**src/rtl/obj_pkg.sv**
```systemverilog
// obj_pkg: shared types and constants for the lane-runner object scheduler.
//   - object type encodings and the packed object record
//   - field positions within a 16-bit object word
//   - DIST_FAR: distance reported when no object is queued
//   - game state enum
package obj_pkg;

  localparam int OBJ_W   = 16;
  localparam int LANE_HI = 15;
  localparam int LANE_LO = 14;
  localparam int TYPE_HI = 13;
  localparam int TYPE_LO = 12;
  localparam int GAP_W   = 12;

  localparam logic signed [11:0] DIST_FAR = 12'sh7FF;

  typedef enum logic [1:0] {
    OBJ_COIN = 2'b00,
    OBJ_TURN = 2'b01,
    OBJ_WALL = 2'b10
  } obj_type_e;

  typedef struct packed {
    logic [1:0]       lane;
    obj_type_e        otype;
    logic [GAP_W-1:0] gap;
  } obj_t;

  typedef enum logic [1:0] {
    IDLE = 2'd0,
    RUN  = 2'd1,
    OVER = 2'd2
  } state_e;

endpackage

```
**src/rtl/obj_fifo.sv**
```systemverilog
// obj_fifo: synchronous DEPTH x W FIFO holding queued objects.
// Ports:
//   clk, reset (async, active-low)
//   push, wdata  - enqueue; accepted when not full, or when full and
//                  a pop is accepted in the same cycle
//   pop          - dequeue; ignored when empty
//   flush        - synchronous clear, wins over push/pop
//   full, empty, count
//   head         - oldest entry, head_nxt - entry behind it (combinational)
module obj_fifo #(
  parameter int DEPTH = 8,
  parameter int W     = 16
) (
  input  logic                       clk,
  input  logic                       reset,
  input  logic                       push,
  input  logic [W-1:0]               wdata,
  input  logic                       pop,
  input  logic                       flush,
  output logic                       full,
  output logic                       empty,
  output logic [$clog2(DEPTH):0]     count,
  output logic [W-1:0]               head,
  output logic [W-1:0]               head_nxt
);

  localparam int AW = $clog2(DEPTH);

  logic [W-1:0]  mem [DEPTH];
  logic [AW-1:0] wr_ptr;
  logic [AW-1:0] rd_ptr;
  logic [AW-1:0] rd_nxt;
  logic          do_push;
  logic          do_pop;

  assign full     = (count == (AW+1)'(DEPTH));
  assign empty    = (count == '0);
  assign do_pop   = pop && !empty;
  assign do_push  = push && (!full || do_pop);
  assign rd_nxt   = rd_ptr + 1'b1;
  assign head     = mem[rd_ptr];
  assign head_nxt = mem[rd_nxt];

  always_ff @(posedge clk or negedge reset) begin
    if (!reset) begin
      wr_ptr <= '0;
      rd_ptr <= '0;
      count  <= '0;
    end else if (flush) begin
      wr_ptr <= '0;
      rd_ptr <= '0;
      count  <= '0;
    end else begin
      if (do_push) wr_ptr <= wr_ptr + 1'b1;
      if (do_pop)  rd_ptr <= rd_nxt;
      case ({do_push, do_pop})
        2'b10:   count <= count + 1'b1;
        2'b01:   count <= count - 1'b1;
        default: count <= count;
      endcase
    end
  end

  // Storage needs no reset: entries are only visible once pushed.
  always_ff @(posedge clk) begin
    if (do_push && !flush) mem[wr_ptr] <= wdata;
  end

endmodule

```
**src/rtl/obj_scheduler.sv**
```systemverilog
// obj_scheduler: spawns LFSR-derived objects into a FIFO, scrolls the head
// object toward the player each tick, and tracks game state/score/speed.
// Ports:
//   clk, reset (async, active-low)
//   start, tick, pop, point, game_over - control strobes/levels
//   rd_obj, obj_distance, obj_valid     - head object to the handler
//   running, handler_reset              - state indications
//   score, speed                        - run statistics
//
// state | meaning
// IDLE  | after reset, waiting for start; handler held in reset
// RUN   | spawning, scrolling, popping, scoring
// OVER  | loss latched; everything frozen until start with game_over=0
module obj_scheduler
  import obj_pkg::*;
#(
  parameter int          DEPTH        = 8,
  parameter int          MIN_GAP      = 64,
  parameter int          SPEED_MAX    = 4,
  parameter int          LEVEL_POINTS = 8,
  parameter logic [15:0] LFSR_SEED    = 16'hACE1
) (
  input  logic                clk,
  input  logic                reset,
  input  logic                start,
  input  logic                tick,
  input  logic                pop,
  input  logic                point,
  input  logic                game_over,
  output logic [15:0]         rd_obj,
  output logic signed [11:0]  obj_distance,
  output logic                obj_valid,
  output logic                running,
  output logic                handler_reset,
  output logic [15:0]         score,
  output logic [2:0]          speed
);

  localparam int AW = $clog2(DEPTH);

  state_e            state;
  logic [15:0]       lfsr;
  logic signed [11:0] head_dist;
  logic              pop_guard;

  logic              f_full, f_empty;
  logic [AW:0]       f_count;
  logic [15:0]       f_head, f_head_nxt;

  obj_t              new_obj;
  obj_t              nxt_obj;
  logic              run_act, do_pop, do_push, do_scroll, start_run;
  logic              has_next;
  logic [GAP_W-1:0]  nxt_gap;
  logic [12:0]       reload_sum;
  logic [11:0]       reload_val, scroll_val, head_u;
  logic [15:0]       score_nxt;
  logic              lvl_up;
  logic              unused_nxt_bits;

  always_comb begin
    new_obj.lane  = (lfsr[1:0] == 2'd3) ? 2'd1 : lfsr[1:0];
    case (lfsr[4:2])
      3'd4, 3'd5: new_obj.otype = OBJ_WALL;
      3'd6:       new_obj.otype = OBJ_TURN;
      default:    new_obj.otype = OBJ_COIN;
    endcase
    new_obj.gap = GAP_W'(MIN_GAP) + {6'd0, lfsr[10:5]};
  end

  assign nxt_obj         = obj_t'(f_head_nxt);
  assign unused_nxt_bits = ^{nxt_obj.lane, nxt_obj.otype};

  // game_over in RUN suppresses every other RUN action that cycle.
  assign run_act   = (state == RUN) && !game_over;
  assign do_pop    = run_act && pop && !pop_guard && !f_empty;
  assign do_push   = run_act && tick && (!f_full || do_pop);
  assign do_scroll = run_act && tick && !f_empty && !do_pop;
  assign start_run = start && ((state == IDLE) || (state == OVER && !game_over));

  // An object pushed alongside the pop of the last entry becomes the next head.
  always_comb begin
    has_next = 1'b0;
    nxt_gap  = '0;
    if (f_count >= (AW+1)'(2)) begin
      has_next = 1'b1;
      nxt_gap  = nxt_obj.gap;
    end else if (do_push) begin
      has_next = 1'b1;
      nxt_gap  = new_obj.gap;
    end
  end

  assign head_u     = head_dist;
  assign reload_sum = {1'b0, head_u} + {1'b0, nxt_gap};
  assign reload_val = (reload_sum > 13'd2047) ? 12'h7FF : reload_sum[11:0];
  assign scroll_val = (head_u < {9'd0, speed}) ? 12'd0 : head_u - {9'd0, speed};

  assign score_nxt = (score == 16'hFFFF) ? score : score + 16'd1;
  assign lvl_up    = (score_nxt != 16'd0) &&
                     ((score_nxt % 16'(LEVEL_POINTS)) == 16'd0) &&
                     (speed < 3'(SPEED_MAX));

  obj_fifo #(.DEPTH(DEPTH), .W(OBJ_W)) u_fifo (
    .clk      (clk),
    .reset    (reset),
    .push     (do_push),
    .wdata    (new_obj),
    .pop      (do_pop),
    .flush    (start_run),
    .full     (f_full),
    .empty    (f_empty),
    .count    (f_count),
    .head     (f_head),
    .head_nxt (f_head_nxt)
  );

  assign obj_valid    = !f_empty;
  assign rd_obj       = f_empty ? 16'h0000 : f_head;
  assign obj_distance = f_empty ? DIST_FAR : head_dist;

  always_ff @(posedge clk or negedge reset) begin
    if (!reset) begin
      state         <= IDLE;
      lfsr          <= LFSR_SEED;
      head_dist     <= DIST_FAR;
      pop_guard     <= 1'b0;
      score         <= 16'd0;
      speed         <= 3'd1;
      running       <= 1'b0;
      handler_reset <= 1'b1;
    end else begin
      pop_guard <= do_pop;
      if (do_push) lfsr <= {lfsr[0] ^ lfsr[2] ^ lfsr[3] ^ lfsr[5], lfsr[15:1]};
      case (state)
        IDLE, OVER: begin
          if (start_run) begin
            state         <= RUN;
            running       <= 1'b1;
            handler_reset <= 1'b0;
            score         <= 16'd0;
            speed         <= 3'd1;
            head_dist     <= DIST_FAR;
          end
        end
        RUN: begin
          if (game_over) begin
            state         <= OVER;
            running       <= 1'b0;
            handler_reset <= 1'b1;
          end else begin
            if (do_pop)
              head_dist <= has_next ? signed'(reload_val) : DIST_FAR;
            else if (do_push && f_empty)
              head_dist <= signed'(new_obj.gap);
            else if (do_scroll)
              head_dist <= signed'(scroll_val);
            if (point) begin
              score <= score_nxt;
              if (lvl_up) speed <= speed + 3'd1;
            end
          end
        end
        default: state <= IDLE;
      endcase
    end
  end

endmodule

```
**config.mk**
```make
export PLATFORM = sky130hd
export DESIGN_NAME = obj_scheduler
export DESIGN_NICKNAME = d
export VERILOG_FILES = /design/src/rtl/obj_pkg.sv /design/src/rtl/obj_fifo.sv /design/src/rtl/obj_scheduler.sv
export SDC_FILE = /design/constraint.sdc
export NUM_CORES = 1
export LEC_CHECK = 0
export ABC_AREA = 1
export BUFFER_PORTS_ARGS = -buffer_cell sky130_fd_sc_hd__buf_4
export CAP_MARGIN = 20
export CORE_MARGIN = 10
export CORE_UTILIZATION = 60
export CTS_CLUSTER_SIZE = 24
export DETAILED_ROUTE_END_ITERATION = 6
export HOLD_SLACK_MARGIN = 0.1
export PLACE_DENSITY = 0.81
export SLEW_MARGIN = 20
export SYNTH_ARGS = -nofsm -noshare
export SYNTH_HDL_FRONTEND = slang
export SYNTH_SLANG_ARGS = --single-unit
```
**constraint.sdc**
```tcl
create_clock -name clk -period 6.1 [get_ports clk]
set_clock_uncertainty 0.2 [all_clocks]
set_input_delay 0 -clock clk [delete_from_list [all_inputs] [get_ports clk]]
set_output_delay 0 -clock clk [all_outputs]
set_load 0.02 [all_outputs]
```
==> summary.md <==
| Metric | Value |
|---|---|
| Status | `finished, final reports clean` |
| LEAKAGE | `3.93 nW` |
| # setup viols final | `0` |
| Tmin final | `4.51 ns` |
| Post-CTS Hold Buffers | `9` |
| Die Width | `134 µm` |
| Tcrit/Tclk final | `0.739` |
| RSZ-0062 raised after global routing | `no` |
| Power Density | `between 400 and 500 nW/µm²` |
| Final nets | `approximately 1,000` |
| Startpoint Class | `flop` |
| RR Startpoint | `state[0]$_DFFE_PN0P_` |
| Initial Util | `0.617` |
| Vias in the first global route | `6,357` |
| Vias post-DR | `6,765` |
| CTS tree | `yes` |
| CTS Buf Count | `17` |
| Mean Syn Cell Area | `8.54 µm²` |
| Smallest hold slack | `between 0.09 and 0.1 ns` |
| Dpl cells | `1,109` |
| Core ar. | `12,700 µm²` |
| Syn-to-layout area delta | `15.6%` |
| Largest net degree at the start of global routing | `84` |
| Final wirelength | `19.9 mm` |
| Post-CTS Setup Inserts | `0` |
| Synthesized cell area | `7850 µm²` |
| Crit path kind | `flop to flop` |
| Crit end category | `flop` |
| Register bit total from synthesis | `142` |
| Max Clock Freq | `222 MHz` |
| Slew Viols, Final | `0` |
| Dominant cell type by area after synthesis | `edfxtp_1` |
| Clk_lat worst skew | `0.43 ns` |
| FP Rows | `41` |
| Antenna fix cells | `0` |
| Final Hold Vio Count | `0` |
| Hold Crit Class | `primary input to async pin` |
| Clk sinks | `142` |
| Fin cells | `between 1k and 1.5k` |
| Ports | `57` |
| Max_slew headroom | `0.243` |
| Die area | `between 15,000 and 20,000 µm²` |
| Initial antenna violation count | `0` |
| Synth Warn # | `0` |
| Post-synthesis cell count | `919` |
| Clock slew at reported path FFs | `0.06 ns` |
| R2R cell count | `18` |
| Top-area cell type share of the netlist area | `0.306` |
| CTS max path bufs | `2` |
| Pre-antenna DRT Iters | `5` |
| First-pass GRT wire length | `32.1 mm` |
| # DRC | `0` |
| WP data required | `6.25 ns` |
| WL per Instance | `17.3 µm` |
| Max Cap Viol | `0` |
| Reg2Reg Setup Slack | `~1.6 ns` |
| Setup crit end | `head_dist[2]$_DFFE_PN1P_` |
| Vias/cell | `between 5 and 6` |
| Top area cells in the synthesized netlist | `edfxtp_1 (31%), dfrtp_1 (13%), nand2_1 (8.2%)` |
| Setup_tns | `0 ns` |
| Arrival @ worst endpoint | `4.66 ns` |
| GRT overflow | `0` |
| CP Max Fanout | `22` |
| Input/output buffers | `51` |
| Sequential area share after synthesis | `0.507` |
| DR iter-0 viols | `757` |
| Worst R2R End | `head_dist[2]$_DFFE_PN1P_` |
| Dpl hpwl | `roughly 13 mm` |
| Gr usage total | `0.221` |
| Cell variety after synth | `between 40 and 50` |
| H-Tree Depth | `4` |
| DRT antenna net count | `0` |
| Worst Setup SP | `state[0]$_DFFE_PN0P_` |
| Slew @ Worst Pin | `between 1 and 1.5 ns` |
| GP Congestion | `~0.95` |
| Worst VDD drop | `0.000399 V` |
| Die Height | `134 µm` |
| Cell at the root of the clock tree | `clkbuf_16` |
| Share of layout cells above drive strength 1 | `0.143` |
| Resized Gates After CTS | `0` |
## synthesized netlist by cell type (all sizes together)
cell type	n
clkinv	2
o211ai	5
o22ai	18
nand2	181
nor2	115
a31oi	15
a22oi	2
fa	3
or2	3
nand4	6
inv	103
a211oi	8
a21o	1
xor2	18
ha	18
conb	1
o21bai	4
buf	16
a21oi	46
o21a	1
clkbuf	26
o221ai	4
edfxtp	80
xnor2	6
o21ai	122
dfstp	21
nand3	46
nor3	7
dfrtp	41
## placed cells by master (no fill, tap or decap), drive strengths merged, types with 6 or more instances in the layout
cell         netlist  final
a21oi             46     46
a31oi             15     15
buf               16     59
nor2             115    115
dfrtp             41     41
clkinv             2      7
ha                18     18
edfxtp            80     80
inv              103    103
dlygate4sd3        0      8
nand2            181    181
bufinv             0      6
xnor2              6      6
nand3             46     46
dfstp             21     21
clkbuf            26     20
nor3               7      7
xor2              18     18
nand4              6      6
a211oi             8      8
o22ai             18     18
o21ai            122    122
## per-stage QoR
step	util	setup WS [ns]	cell area [µm²]	total power, W
final	0.714	1.59	9080	0.00419
after global routing	0.714	1.09	9080	0.00443
after CTS	0.712	1.62	9060	0.00417
after detailed placement	0.652	1.67	8300	0.00300
after global placement	0.652	1.88	8300	0.00296
after floorplan	-	2.69	7870	0.00253
## cells by family (layout without fill, tap and decap cells)
family	after synthesis	after routing	synth area share
AND/OR/NAND/NOR	358	358	0.195
AO/OA/AOI/OAI	226	226	0.158
buffers and inverters	147	204	0.0765
flip-flops	142	142	0.507
XOR/XNOR	24	24	0.0268
adder cells (fa/ha/maj)	21	21	0.0363
other	1	5	0.000478
## where the power goes
group	internal, W	switching [W]	total (W)
clock network	0.000763	0.000387	0.00115
logic	0.000541	0.00110	0.00164
registers	0.00124	0.000168	0.00141
total	0.00254	0.00165	0.00419
## critical path, cell delays in order, from the launching register on
cell,delay [ns]
dfrtp_1,0.37
inv_1,0.08
nor2_2,0.42
nand2_2,0.17
nor2_2,0.23
nand2_1,0.41
inv_2,0.46
nand2_1,0.12
o21ai_0,0.17
ha_1,0.20
inv_1,0.05
fa_1,0.39
o21ai_0,0.35
nand2_1,0.15
nand3_1,0.12
nand2_1,0.08
nand3_1,0.15
o21ai_0,0.11
a21oi_1,0.21
## worst min path at each step
stage                from                         to
floorplan           reset  head_dist[11]$_DFFE_PN0P_
global placement    reset       lfsr[12]$_DFFE_PN0N_
detailed placement  reset        pop_guard$_DFF_PN0_
CTS                 reset   head_dist[9]$_DFFE_PN1P_
global route        reset   head_dist[9]$_DFFE_PN1P_
finish              reset   head_dist[9]$_DFFE_PN1P_
## registers in the layout, summed over array words and instances (netlist names)
| name | count |
|---|---|
| score | 16 |
| head_dist | 12 |
| u_fifo.mem | 80 |
| state | 2 |
| speed | 3 |
| running | 1 |
| lfsr | 16 |
| u_fifo.wr_ptr | 3 |
| u_fifo.rd_ptr | 3 |
| u_fifo.count | 4 |
| handler_reset | 1 |
| pop_guard | 1 |
## metal layers
metal / track usage / vias up / share of wire
met3: 0.0616 / 60 / 0.095
met2: 0.342 / 353 / 0.47
li1: - / 3188 / -
met5: 0 / - / 0
met1: 0.287 / 3164 / 0.41
met4: 0.0859 / 0 / 0.026
## area by class of cell
cell class / count / area (µm²)
clock buffer: 20 / 437
clock inverter: 12 / 216
fill: 974 / 3640
inverter: 105 / 398
multi-input combinational: 634 / 3290
sequential: 142 / 3980
tap: 172 / 215
timing repair buffer: 67 / 547
No activity file was read; power rests on OpenSTA's default activity.
